--- config.mk ---
export PLATFORM = sky130hd
export DESIGN_NAME = sim_uart_in_responder_flat
export DESIGN_NICKNAME = d
export VERILOG_FILES = /design/src/rtl/sim_uart_in_responder_if.sv /design/src/rtl/sim_uart_in_responder.sv /design/src/flat_wrapper.sv
export SDC_FILE = /design/constraint.sdc
export NUM_CORES = 1
export LEC_CHECK = 0
export BUFFER_PORTS_ARGS = -buffer_cell sky130_fd_sc_hd__clkbuf_2
export CAP_MARGIN = 20
export CORE_MARGIN = 3
export CORE_UTILIZATION = 30
export DETAILED_ROUTE_END_ITERATION = 8
export PLACE_DENSITY = 0.45
export SLEW_MARGIN = 40
export SYNTH_ARGS = -nofsm -noshare
export SYNTH_HDL_FRONTEND = slang
export SYNTH_SLANG_ARGS = --single-unit
--- constraint.sdc ---
create_clock -name clock -period 3.4 [get_ports clock]
set_input_delay 0.17 -clock clock [delete_from_list [all_inputs] [get_ports clock]]
set_output_delay 0.17 -clock clock [all_outputs]
set_load 0.01 [all_outputs]
--- src/rtl/sim_uart_in_responder_if.sv ---
// Handshake bundle between the host push side, SimTop's UART input pins and the responder.
interface sim_uart_in_responder_if;
  logic       push_valid;
  logic [7:0] push_ch;
  logic       push_ready;
  logic       io_uart_in_valid;
  logic [7:0] io_uart_in_ch;

  modport master (
    output push_valid,
    output push_ch,
    output io_uart_in_valid,
    input  push_ready,
    input  io_uart_in_ch
  );

  modport slave (
    input  push_valid,
    input  push_ch,
    input  io_uart_in_valid,
    output push_ready,
    output io_uart_in_ch
  );
endinterface

--- src/rtl/sim_uart_in_responder.sv ---
// UART input responder: FIFO of host-pushed characters answered with zero latency on SoC reads.
// Optional echo of consumed characters is enabled by defining SIM_UART_IN_ECHO_EN.
module sim_uart_in_responder #(
  parameter int unsigned DEPTH    = 16,
  parameter logic [7:0]  EMPTY_CH = 8'hff
) (
  input  logic                     clock,
  input  logic                     reset,
  sim_uart_in_responder_if.slave   bus,
  output logic [$clog2(DEPTH):0]   level,
  output logic [31:0]              rd_count,
  output logic [31:0]              empty_rd_count,
  output logic                     echo_valid,
  output logic [7:0]               echo_ch
);

  localparam int unsigned AW = $clog2(DEPTH);

  logic [7:0]  mem_q [DEPTH];
  logic [AW:0] wptr_q, rptr_q;
  logic [31:0] rd_count_q, empty_rd_count_q;

  logic       empty, full;
  logic       push_fire, pop_fire, empty_rd;
  logic [7:0] head;

  // Extra pointer MSB separates full (same slot, other lap) from empty.
  always_comb begin
    empty     = (wptr_q == rptr_q);
    full      = (wptr_q[AW-1:0] == rptr_q[AW-1:0]) && (wptr_q[AW] != rptr_q[AW]);
    push_fire = bus.push_valid && !full;
    pop_fire  = bus.io_uart_in_valid && !empty;
    empty_rd  = bus.io_uart_in_valid && empty;
    head      = mem_q[rptr_q[AW-1:0]];
  end

  assign bus.push_ready    = !full;
  assign bus.io_uart_in_ch = empty ? EMPTY_CH : head;
  assign level             = wptr_q - rptr_q;
  assign rd_count          = rd_count_q;
  assign empty_rd_count    = empty_rd_count_q;

  // Storage is deliberately not reset; the empty flag masks stale contents.
  always_ff @(posedge clock) begin
    if (push_fire && !reset) begin
      mem_q[wptr_q[AW-1:0]] <= bus.push_ch;
    end
  end

  always_ff @(posedge clock) begin
    if (reset) begin
      wptr_q           <= '0;
      rptr_q           <= '0;
      rd_count_q       <= '0;
      empty_rd_count_q <= '0;
    end else begin
      if (push_fire) wptr_q <= wptr_q + 1'b1;
      if (pop_fire) begin
        rptr_q <= rptr_q + 1'b1;
        if (rd_count_q != 32'hffff_ffff) rd_count_q <= rd_count_q + 32'd1;
      end
      if (empty_rd && empty_rd_count_q != 32'hffff_ffff) begin
        empty_rd_count_q <= empty_rd_count_q + 32'd1;
      end
    end
  end

`ifdef SIM_UART_IN_ECHO_EN
  logic       echo_valid_q;
  logic [7:0] echo_ch_q;

  always_ff @(posedge clock) begin
    if (reset) begin
      echo_valid_q <= 1'b0;
      echo_ch_q    <= 8'h00;
    end else begin
      echo_valid_q <= pop_fire;
      if (pop_fire) echo_ch_q <= head;
    end
  end

  assign echo_valid = echo_valid_q;
  assign echo_ch    = echo_ch_q;
`else
  assign echo_valid = 1'b0;
  assign echo_ch    = 8'h00;
`endif

endmodule

--- src/flat_wrapper.sv ---
// flat-port wrapper written by rule: the top's interface ports become plain ports
module sim_uart_in_responder_flat 
#(
  parameter int unsigned DEPTH    = 16,
  parameter logic [7:0]  EMPTY_CH = 8'hff
)
  (clock, reset, level, rd_count, empty_rd_count, echo_valid, echo_ch, bus_push_valid, bus_push_ch, bus_io_uart_in_valid, bus_push_ready, bus_io_uart_in_ch);
  sim_uart_in_responder_if bus_i ();
  input  logic clock;
  input  logic reset;
  output logic [$clog2(DEPTH):0] level;
  output logic [31:0] rd_count;
  output logic [31:0] empty_rd_count;
  output logic echo_valid;
  output logic [7:0] echo_ch;
  input wire logic [$bits(bus_i.push_valid)-1:0] bus_push_valid;
  input wire logic [$bits(bus_i.push_ch)-1:0] bus_push_ch;
  input wire logic [$bits(bus_i.io_uart_in_valid)-1:0] bus_io_uart_in_valid;
  output wire logic [$bits(bus_i.push_ready)-1:0] bus_push_ready;
  output wire logic [$bits(bus_i.io_uart_in_ch)-1:0] bus_io_uart_in_ch;
  assign bus_i.push_valid = bus_push_valid;
  assign bus_i.push_ch = bus_push_ch;
  assign bus_i.io_uart_in_valid = bus_io_uart_in_valid;
  assign bus_push_ready = bus_i.push_ready;
  assign bus_io_uart_in_ch = bus_i.io_uart_in_ch;
  sim_uart_in_responder #(.DEPTH(DEPTH), .EMPTY_CH(EMPTY_CH)) u_core (.clock(clock), .reset(reset), .bus(bus_i), .level(level), .rd_count(rd_count), .empty_rd_count(empty_rd_count), .echo_valid(echo_valid), .echo_ch(echo_ch));
endmodule
==> results of run 1 <==
## routing by layer
metal  up-vias  global-route usage (%)  part of all wire [%]
met5         -                       0                     0
met4         0                    2.73                   1.6
met3        32                    3.60                   6.4
met2       148                    23.5                    48
met1      3012                    18.4                    44
li1       2856                       -                     -
## power breakdown
| part | leakage (nW) | internal, mW | switching, mW |
|---|---|---|---|
| combinational | 1.32 | 0.318 | 0.390 |
| clock | 0.438 | 1.79 | 1.05 |
| sequential | 1.78 | 2.69 | 0.0647 |
## kinds of logic (layout without fill, tap and decap cells)
logic type,after synthesis,count (layout)
flops,206,206
buf+inv,51,166
other cells,1,9
mux,46,46
simple gates,244,244
fa+ha+maj,12,12
xor+xnor,34,34
compound gates,100,100
## area by class of cell
cell class,count,area [um2]
clock buffer,30,674
clock inverter,14,211
fill,2806,18300
inverter,13,48.8
multi-input combinational,445,3360
sequential,206,5410
tap,384,480
timing repair buffer,109,612
## synthesized netlist by cell type, drive strengths merged, types with 16 or more instances
library cell    n
a21oi          44
buf            16
clkbuf         22
dfxtp          78
edfxtp        128
mux4           40
nand2          33
nand3          20
nand4          29
nor2           65
o21ai          26
or3            29
xnor2          27
## worst reg2reg max path: stages, from the launching register on
cell	delay [ps]
dfxtp_1	510
ha_1	350
and4_1	290
a21boi_1	170
buf_4	160
nor2b_1	250
nand2_1	190
nor2_1	600
## flip-flops by register name, indices dropped and copies added (netlist names), named ones only
signal,cells
u_core.empty_rd_count,32
u_core.mem_q,128
u_core.rd_count,32
u_core.rptr_q,5
u_core.wptr_q,5
## metrics by stage
stage | utilization, % | cells | setup WS [ps]
detailed placement | 34.0 | 1157 | 536
finish | 37.1 | 1201 | 261
global route | 37.1 | 1201 | 113
CTS | 37.1 | 1201 | 184
global placement | 34.0 | 1157 | 662
floorplan | - | 702 | 613
## how the worst max path moves through the flow
stage	slack [ps]	end
4_1_cts	180	bus_io_uart_in_ch[2]
3_3_place_gp	660	u_core.mem_q[14][2]$_DFFE_PP_
6_report	260	bus_io_uart_in_ch[2]
3_5_place_dp	540	u_core.mem_q[14][6]$_DFFE_PP_
2_1_floorplan	610	u_core.mem_q[0][0]$_DFFE_PP_
5_1_grt	110	bus_io_uart_in_ch[2]
==> summary.json, run 1 <==
{
  "run_status": {"value": "finished clean"},
  "hpwlAfterDp": {"value": 15300, "unit": "um"},
  "most_numerous_cell_on_the_critical_path": {"value": "mux4_2"},
  "power-per-cell-area": {"value": 584, "unit": "mW/mm2"},
  "post_synthesis_sequential_area_ratio": {"value": 60.3, "unit": "%"},
  "timing.critical_path.arrival": {"value": 2970, "unit": "ps"},
  "worst_hold_slack": {"value": 123, "unit": "ps"},
  "areaGrowthSynthToFinish": {"value": 20.3, "unit": "%"},
  "timing.critical_path.required": {"value": 3230, "unit": "ps"},
  "worst_r2r_src": {"value": "u_core.wptr_q[2]$_SDFFE_PP0P_"},
  "io-pin-count": {"value": 99},
  "die_height": {"value": 179, "unit": "um"},
  "cts-hold-fix-buffers": {"value": 0},
  "drt_first_pass_iters": {"value": 4},
  "final_hold_viol_count": {"value": 0},
  "first_global_vias": {"value": 6138},
  "detailedRoute.firstIterationViolations": {"value": 313},
  "tritoncts.num_buffers": {"value": 25},
  "globalplace.congestion": {"value": 0.804},
  "summed_negative_setup_slack_over_all_endpoints": {"value": 0, "unit": "ps"},
  "worstMarginPinSlew": {"value": 727, "unit": "ps"},
  "grt_setup_unrepaired": {"value": "false"},
  "count_of_buffers_inserted_at_the_top_level_ports": {"value": 89},
  "clkSinkCount": {"value": 206},
  "placedInstanceArea": {"value": 0.00990, "unit": "mm2"},
  "cts_setup_buffers": {"value": 0},
  "setup.reg_to_reg.worst_slack": {"value": 510, "unit": "ps"},
  "synth_compound_gate_area_share": {"value": 6.63, "unit": "%"},
  "postSynthAreaPerCell": {"value": 12.9, "unit": "um2"},
  "min_period_over_period": {"value": 92.3, "unit": "%"},
  "mostFrequentLayoutCells": {"value": "edfxtp_1, clkbuf_2, dfxtp_1"},
  "viasPerCell": {"value": 5.04},
  "floorplan.rows": {"value": 62},
  "globalRoute.totalOverflow": {"value": 0},
  "reg2reg_depth": {"value": 7},
  "worst_setup_path_start_kind": {"value": "flop"},
  "cpLargestDelayFamily": {"value": "multiplexers"},
  "syn-cell-area": {"value": 0.00897, "unit": "mm2"},
  "initial_utilization": {"value": 30.8, "unit": "%"},
  "worst_slew_margin_rel": {"value": 51.3, "unit": "%"},
  "setup_viol": {"value": 0},
  "via_count": {"value": 6048},
  "critical_path.max_fanout": {"value": 20},
  "netlist_instances": {"value": 694},
  "synth_async_sr_flop_share": {"value": 0, "unit": "%"},
  "post_synth_xor_area_fraction": {"value": 3.32, "unit": "%"},
  "synthAdderAreaFrac": {"value": 1.76, "unit": "%"},
  "synth_largest_type_area_fraction": {"value": 42.9, "unit": "%"},
  "max-clock-path-buffers": {"value": 3},
  "cts_htree_levels": {"value": 1},
  "cts_tree": {"value": "yes"},
  "synth_top_area_cell": {"value": "edfxtp_1"},
  "grt_max_degree": {"value": 86},
  "number_of_antenna_violations_at_the_first_check_in_global_routing": {"value": 0},
  "core_area": {"value": 0.0291, "unit": "mm2"},
  "muxShareOfSynthArea": {"value": 10.8, "unit": "%"},
  "synth.area.top_cells": {"value": "edfxtp_1, dfxtp_1, mux4_2"},
  "layout.cells.most_common": {"value": "edfxtp_1"},
  "worst_path_max_stage_delay": {"value": 650, "unit": "ps"},
  "timing.fmax": {"value": 319, "unit": "MHz"},
  "track_usage": {"value": 14.0, "unit": "%"},
  "critical_path.reg2reg.endpoint": {"value": "u_core.mem_q[14][0]$_DFFE_PP_"},
  "ys_seq_elements": {"value": 206},
  "max-vdd-ir-drop": {"value": 337, "unit": "uV"},
  "path_depth": {"value": 5},
  "number_of_pins_with_negative_max_slew_slack_in_the_final_report": {"value": 0},
  "critPathBufInv": {"value": 2},
  "wl": {"value": 22400, "unit": "um"},
  "avgRoutedWirePerCell": {"value": 18.7, "unit": "um"},
  "floorplan.die.width": {"value": 179, "unit": "um"},
  "stdcell_area": {"value": 0.0108, "unit": "mm2"},
  "crit_path_top_delay_cell": {"value": "dfxtp_2"},
  "ys.flop_type": {"value": "edfxtp_1"},
  "hold_path_depth": {"value": 1},
  "first_pass_grt_wire_length": {"value": 35000, "unit": "um"},
  "synth_top_family_by_area": {"value": "simple AND/OR/NAND/NOR gates"},
  "drtAntennaViolNets": {"value": 0},
  "clock_tree.root_cell": {"value": "clkbuf_16"},
  "yosys_warnings": {"value": 0},
  "worstPathCellList": {"value": "buf_12 -> mux4_2 -> mux4_2 -> or2_2 -> clkbuf_2"},
  "clock-skew-final": {"value": 10.4, "unit": "ps"},
  "hold_path_end": {"value": "u_core.mem_q[14][5]$_DFFE_PP_"},
  "maxCapViolCount": {"value": 0},
  "timing.setup.critical_path_class": {"value": "reg2out"},
  "cts.repair.resized": {"value": 0},
  "p_leak": {"value": 3.54, "unit": "nW"},
  "fin_crit": {"value": 3140, "unit": "ps"},
  "timing.hold.worst.class": {"value": "in2reg"},
  "clock_latency": {"value": 530, "unit": "ps"},
  "drcViolationCount": {"value": 0},
  "synthSimpleGateAreaFrac": {"value": 14.6, "unit": "%"},
  "clk_pin_slew_worst_paths": {"value": 60, "unit": "ps"},
  "origin_of_the_worst_min_delay_path": {"value": "bus_push_ch[5]"},
  "netlist-cell-type-count": {"value": 48},
  "synth_enable_flop_cells": {"value": 128},
  "fin_nets": {"value": 824},
  "die_area": {"value": 0.0320, "unit": "mm2"},
  "insertedDiodeCount": {"value": 0},
  "setup.worst_path.end_class": {"value": "output pin"},
  "share_of_post_route_cells_with_drive_strength_above_1": {"value": 26.3, "unit": "%"},
  "totalPowerFinal": {"value": 6.30, "unit": "mW"}
}
Note: power is estimated with default switching activity, not from simulation.
==> run 2: changes to the inputs <==
Settings changed: ABC_AREA set to 1, CELL_PAD_IN_SITES_DETAIL_PLACEMENT set to 0, CELL_PAD_IN_SITES_GLOBAL_PLACEMENT set to 2, PLACE_DENSITY 0.45 to 0.67.
==> run 2 against run 1 <==
Compared with the run above:
- global-route usage is 2.2 points higher
- worst hold slack got worse by 56 ps
- total power fell by 5.8%
- first-iteration DRC count up 31%
- final cell count grew 40%
- sequential cell count is the same
- synthesized cell count rose by 65%
- clock skew grew 4.3 ps
- worst setup slack better by 480 ps
- synthesized area increased by 10%
- non-clock buffer count fell by 13
- maximum frequency up 18%
- largest cell class unchanged
- largest power group is now registers
==> summary.json, run 2 <==
{
  "cpLargestDelayFamily": {"value": "simple AND/OR/NAND/NOR gates"},
  "hold_path_depth": {"value": 3},
  "cts_tree": {"value": "yes"},
  "globalplace.congestion": {"value": 0.781},
  "initial_utilization": {"value": 30.9, "unit": "%"},
  "setup.reg_to_reg.worst_slack": {"value": 740, "unit": "ps"},
  "io-pin-count": {"value": 99},
  "mostFrequentLayoutCells": {"value": "nor2_1, nand2_1, edfxtp_1"},
  "max-vdd-ir-drop": {"value": 331, "unit": "uV"},
  "clkSinkCount": {"value": 206},
  "tritoncts.num_buffers": {"value": 25},
  "globalRoute.totalOverflow": {"value": 0},
  "worst_slew_margin_rel": {"value": 52.4, "unit": "%"},
  "critical_path.max_fanout": {"value": 8},
  "dpl.cell_count": {"value": 1631},
  "ys_seq_elements": {"value": 206},
  "worstPathCellList": {"value": "inv_1 -> ha_1 -> nand2_1 -> nor2_4 -> nand2_1 -> nand2_1 -> nor2_1 -> nand2_1 -> nor2_1"},
  "fin_nets": {"value": 1247},
  "core_area": {"value": 0.0320, "unit": "mm2"},
  "critPathBufInv": {"value": 1},
  "avgRoutedWirePerCell": {"value": 17.3, "unit": "um"},
  "postSynthAreaPerCell": {"value": 8.66, "unit": "um2"},
  "final-instance-count-excl-fill": {"value": 1676},
  "maxCapViolCount": {"value": 0},
  "clock-skew-final": {"value": 14.6, "unit": "ps"},
  "netlist-cell-type-count": {"value": 36},
  "first_global_vias": {"value": 7698},
  "timing.critical_path.required": {"value": 3560, "unit": "ps"},
  "number_of_antenna_violations_at_the_first_check_in_global_routing": {"value": 0},
  "reg2reg_depth": {"value": 9},
  "floorplan.die.width": {"value": 188, "unit": "um"},
  "setup_viol": {"value": 0},
  "origin_of_the_worst_min_delay_path": {"value": "bus_push_valid"},
  "timing.setup.critical_path_class": {"value": "reg2reg"},
  "grt_max_degree": {"value": 65},
  "p_leak": {"value": 4.06, "unit": "nW"},
  "worst_setup_path_startpoint": {"value": "u_core.wptr_q[0]$_SDFFE_PP0P_"},
  "post_synthesis_sequential_area_ratio": {"value": 54.6, "unit": "%"},
  "viasPerCell": {"value": 4.68},
  "areaGrowthSynthToFinish": {"value": 15.6, "unit": "%"},
  "worst_path_max_stage_delay": {"value": 590, "unit": "ps"},
  "synth_enable_flop_cells": {"value": 128},
  "worst_setup_path_start_kind": {"value": "flop"},
  "fin_crit": {"value": 2660, "unit": "ps"},
  "synth_largest_type_area_fraction": {"value": 38.8, "unit": "%"},
  "synth_async_sr_flop_share": {"value": 0, "unit": "%"},
  "yosys_warnings": {"value": 0},
  "clk_pin_slew_worst_paths": {"value": 60, "unit": "ps"},
  "wl": {"value": 29000, "unit": "um"},
  "timing.hold.worst.class": {"value": "in2reg"},
  "cts-hold-fix-buffers": {"value": 0},
  "hold_path_end": {"value": "u_core.wptr_q[1]$_SDFFE_PP0P_"},
  "hpwlAfterDp": {"value": 20100, "unit": "um"},
  "switching_power": {"value": 1.60, "unit": "mW"},
  "synth.area.top_cells": {"value": "edfxtp_1, dfxtp_1, nor2_1"},
  "syn-cell-area": {"value": 0.00990, "unit": "mm2"},
  "detailedRoute.firstIterationViolations": {"value": 410},
  "clock_latency": {"value": 530, "unit": "ps"},
  "floorplan.rows": {"value": 65},
  "synth_top_area_cell": {"value": "edfxtp_1"},
  "timing.fmax": {"value": 376, "unit": "MHz"},
  "summed_negative_setup_slack_over_all_endpoints": {"value": 0, "unit": "ps"},
  "multi_input_combinational_cell_area": {"value": 0.00397, "unit": "mm2"},
  "worstMarginPinSlew": {"value": 713, "unit": "ps"},
  "final_layout_fill_cell_count": {"value": 3406},
  "track_usage": {"value": 16.2, "unit": "%"},
  "share_clk_of_total_power": {"value": 41.2, "unit": "%"},
  "layout.cells.most_common": {"value": "nor2_1"},
  "count_of_buffers_inserted_at_the_top_level_ports": {"value": 89},
  "regArea": {"value": 0.00541, "unit": "mm2"},
  "insertedDiodeCount": {"value": 0},
  "most_numerous_cell_on_the_critical_path": {"value": "nand2_1"},
  "setup.worst_path.end_class": {"value": "flop"},
  "die_area": {"value": 0.0352, "unit": "mm2"},
  "drcViolationCount": {"value": 0},
  "grt_setup_unrepaired": {"value": "false"},
  "power-per-cell-area": {"value": 519, "unit": "mW/mm2"},
  "netlist_instances": {"value": 1143},
  "timing.critical_path.arrival": {"value": 2820, "unit": "ps"},
  "first_pass_grt_wire_length": {"value": 45400, "unit": "um"},
  "final_hold_viol_count": {"value": 0},
  "min_period_over_period": {"value": 78.1, "unit": "%"},
  "top_post_synthesis_cells_by_count": {"value": "nor2_1, nand2_1, edfxtp_1"},
  "run_status": {"value": "finished clean"},
  "cts.repair.resized": {"value": 0},
  "power_switching_share": {"value": 27.0, "unit": "%"},
  "ys.flop_type": {"value": "edfxtp_1"},
  "cts_setup_buffers": {"value": 0},
  "die_height": {"value": 188, "unit": "um"},
  "cts_htree_levels": {"value": 1},
  "via_count": {"value": 7844},
  "critical_path.reg2reg.endpoint": {"value": "u_core.mem_q[12][0]$_DFFE_PP_"},
  "synth_most_common_cell": {"value": "nor2_1"},
  "max-clock-path-buffers": {"value": 3},
  "crit_path_top_delay_cell": {"value": "nor2_1"},
  "drt_first_pass_iters": {"value": 4},
  "p_seq_share": {"value": 46.1, "unit": "%"},
  "flip_flop_count_of_the_largest_register_all_copies_and_words_added": {"value": 128},
  "drtAntennaViolNets": {"value": 0},
  "worst_r2r_src": {"value": "u_core.wptr_q[0]$_SDFFE_PP0P_"},
  "clock_tree.root_cell": {"value": "clkbuf_16"},
  "share_of_post_route_cells_with_drive_strength_above_1": {"value": 14.3, "unit": "%"},
  "cellInternalPower": {"value": 4.34, "unit": "mW"},
  "number_of_pins_with_negative_max_slew_slack_in_the_final_report": {"value": 0},
  "p_comb_share": {"value": 12.7, "unit": "%"}
}
run 2: cell count changes in the layout (fill, tap and decap cells not counted), moves of 27 or more:
| cell | previous run | this run |
|---|---|---|
| nor2_1 | 65 | 279 |
| or3_1 | 27 | 0 |
| mux4_2 | 40 | 0 |
| o21ai_0 | 25 | 75 |
| o211ai_1 | 0 | 32 |
| nand2_1 | 33 | 197 |
| inv_1 | 13 | 63 |
| nand3_1 | 18 | 88 |
| xnor2_1 | 27 | 0 |
run 2: worst max-delay path by stage:
stage                     cells past startpoint  slack, ps                            end
after detailed placement                      9        690  u_core.mem_q[12][7]$_DFFE_PP_
after CTS                                     5        680           bus_io_uart_in_ch[1]
after floorplan                               9       1230   u_core.mem_q[0][0]$_DFFE_PP_
after global routing                          9        500  u_core.mem_q[12][0]$_DFFE_PP_
final                                         9        740  u_core.mem_q[12][0]$_DFFE_PP_
after global placement                        9        820  u_core.mem_q[11][3]$_DFFE_PP_
run 2: cell type report:
cell class	instances	area share [%]
timing repair buffer	96	4.46
inverter	69	2.26
multi-input combinational	825	34.7
sequential	206	47.3
tap	435	4.75
clock inverter	7	0.426
clock buffer	38	6.15
run 2: kinds of logic after synthesis:
family	share of synthesized area (%)
AOI/OAI and AO/OA	9.42
buffers and inverters	5.60
other	0.0379
DFF	54.6
and+or+nand+nor	28.1
adders and majority gates	1.59
xor gates and xnor gates	0.619
run 2: routing by layer:
| metal | wire, um | global-route usage, % |
|---|---|---|
| met1 | 14400 | 23.6 |
| met2 | 12900 | 25.7 |
| met3 | 1320 | 2.82 |
| met4 | 404 | 2.71 |
| met5 | 0 | 0 |
run 2: worst reg2reg max path: cells and delay by family, from the launching register on:
kind          cells  cell delay, ps
flops             1             390
fa+ha+maj         1             310
simple gates      7            1480
buf+inv           1             110
run 2: power by group through the flow:
stage,sequential [mW],clock (mW),combinational [mW]
after floorplan,2.76,0,0.503
after global routing,2.74,2.63,0.849
after detailed placement,2.79,0,0.761
after global placement,2.79,0,0.772
after CTS,2.74,2.54,0.764
final,2.74,2.45,0.755
run 2: metrics by stage:
step                utilization (%)  hold slack (ps)  area [um2]  worst slack [ps]  power, mW
global placement               33.4              485       10700               817       3.56
CTS                            35.7             49.9       11400               676       6.04
floorplan                         -              269        9930              1230       3.26
global route                   35.7              114       11400               503       6.23
finish                         35.7             66.6       11400               743       5.94
detailed placement             33.4              476       10700               695       3.55
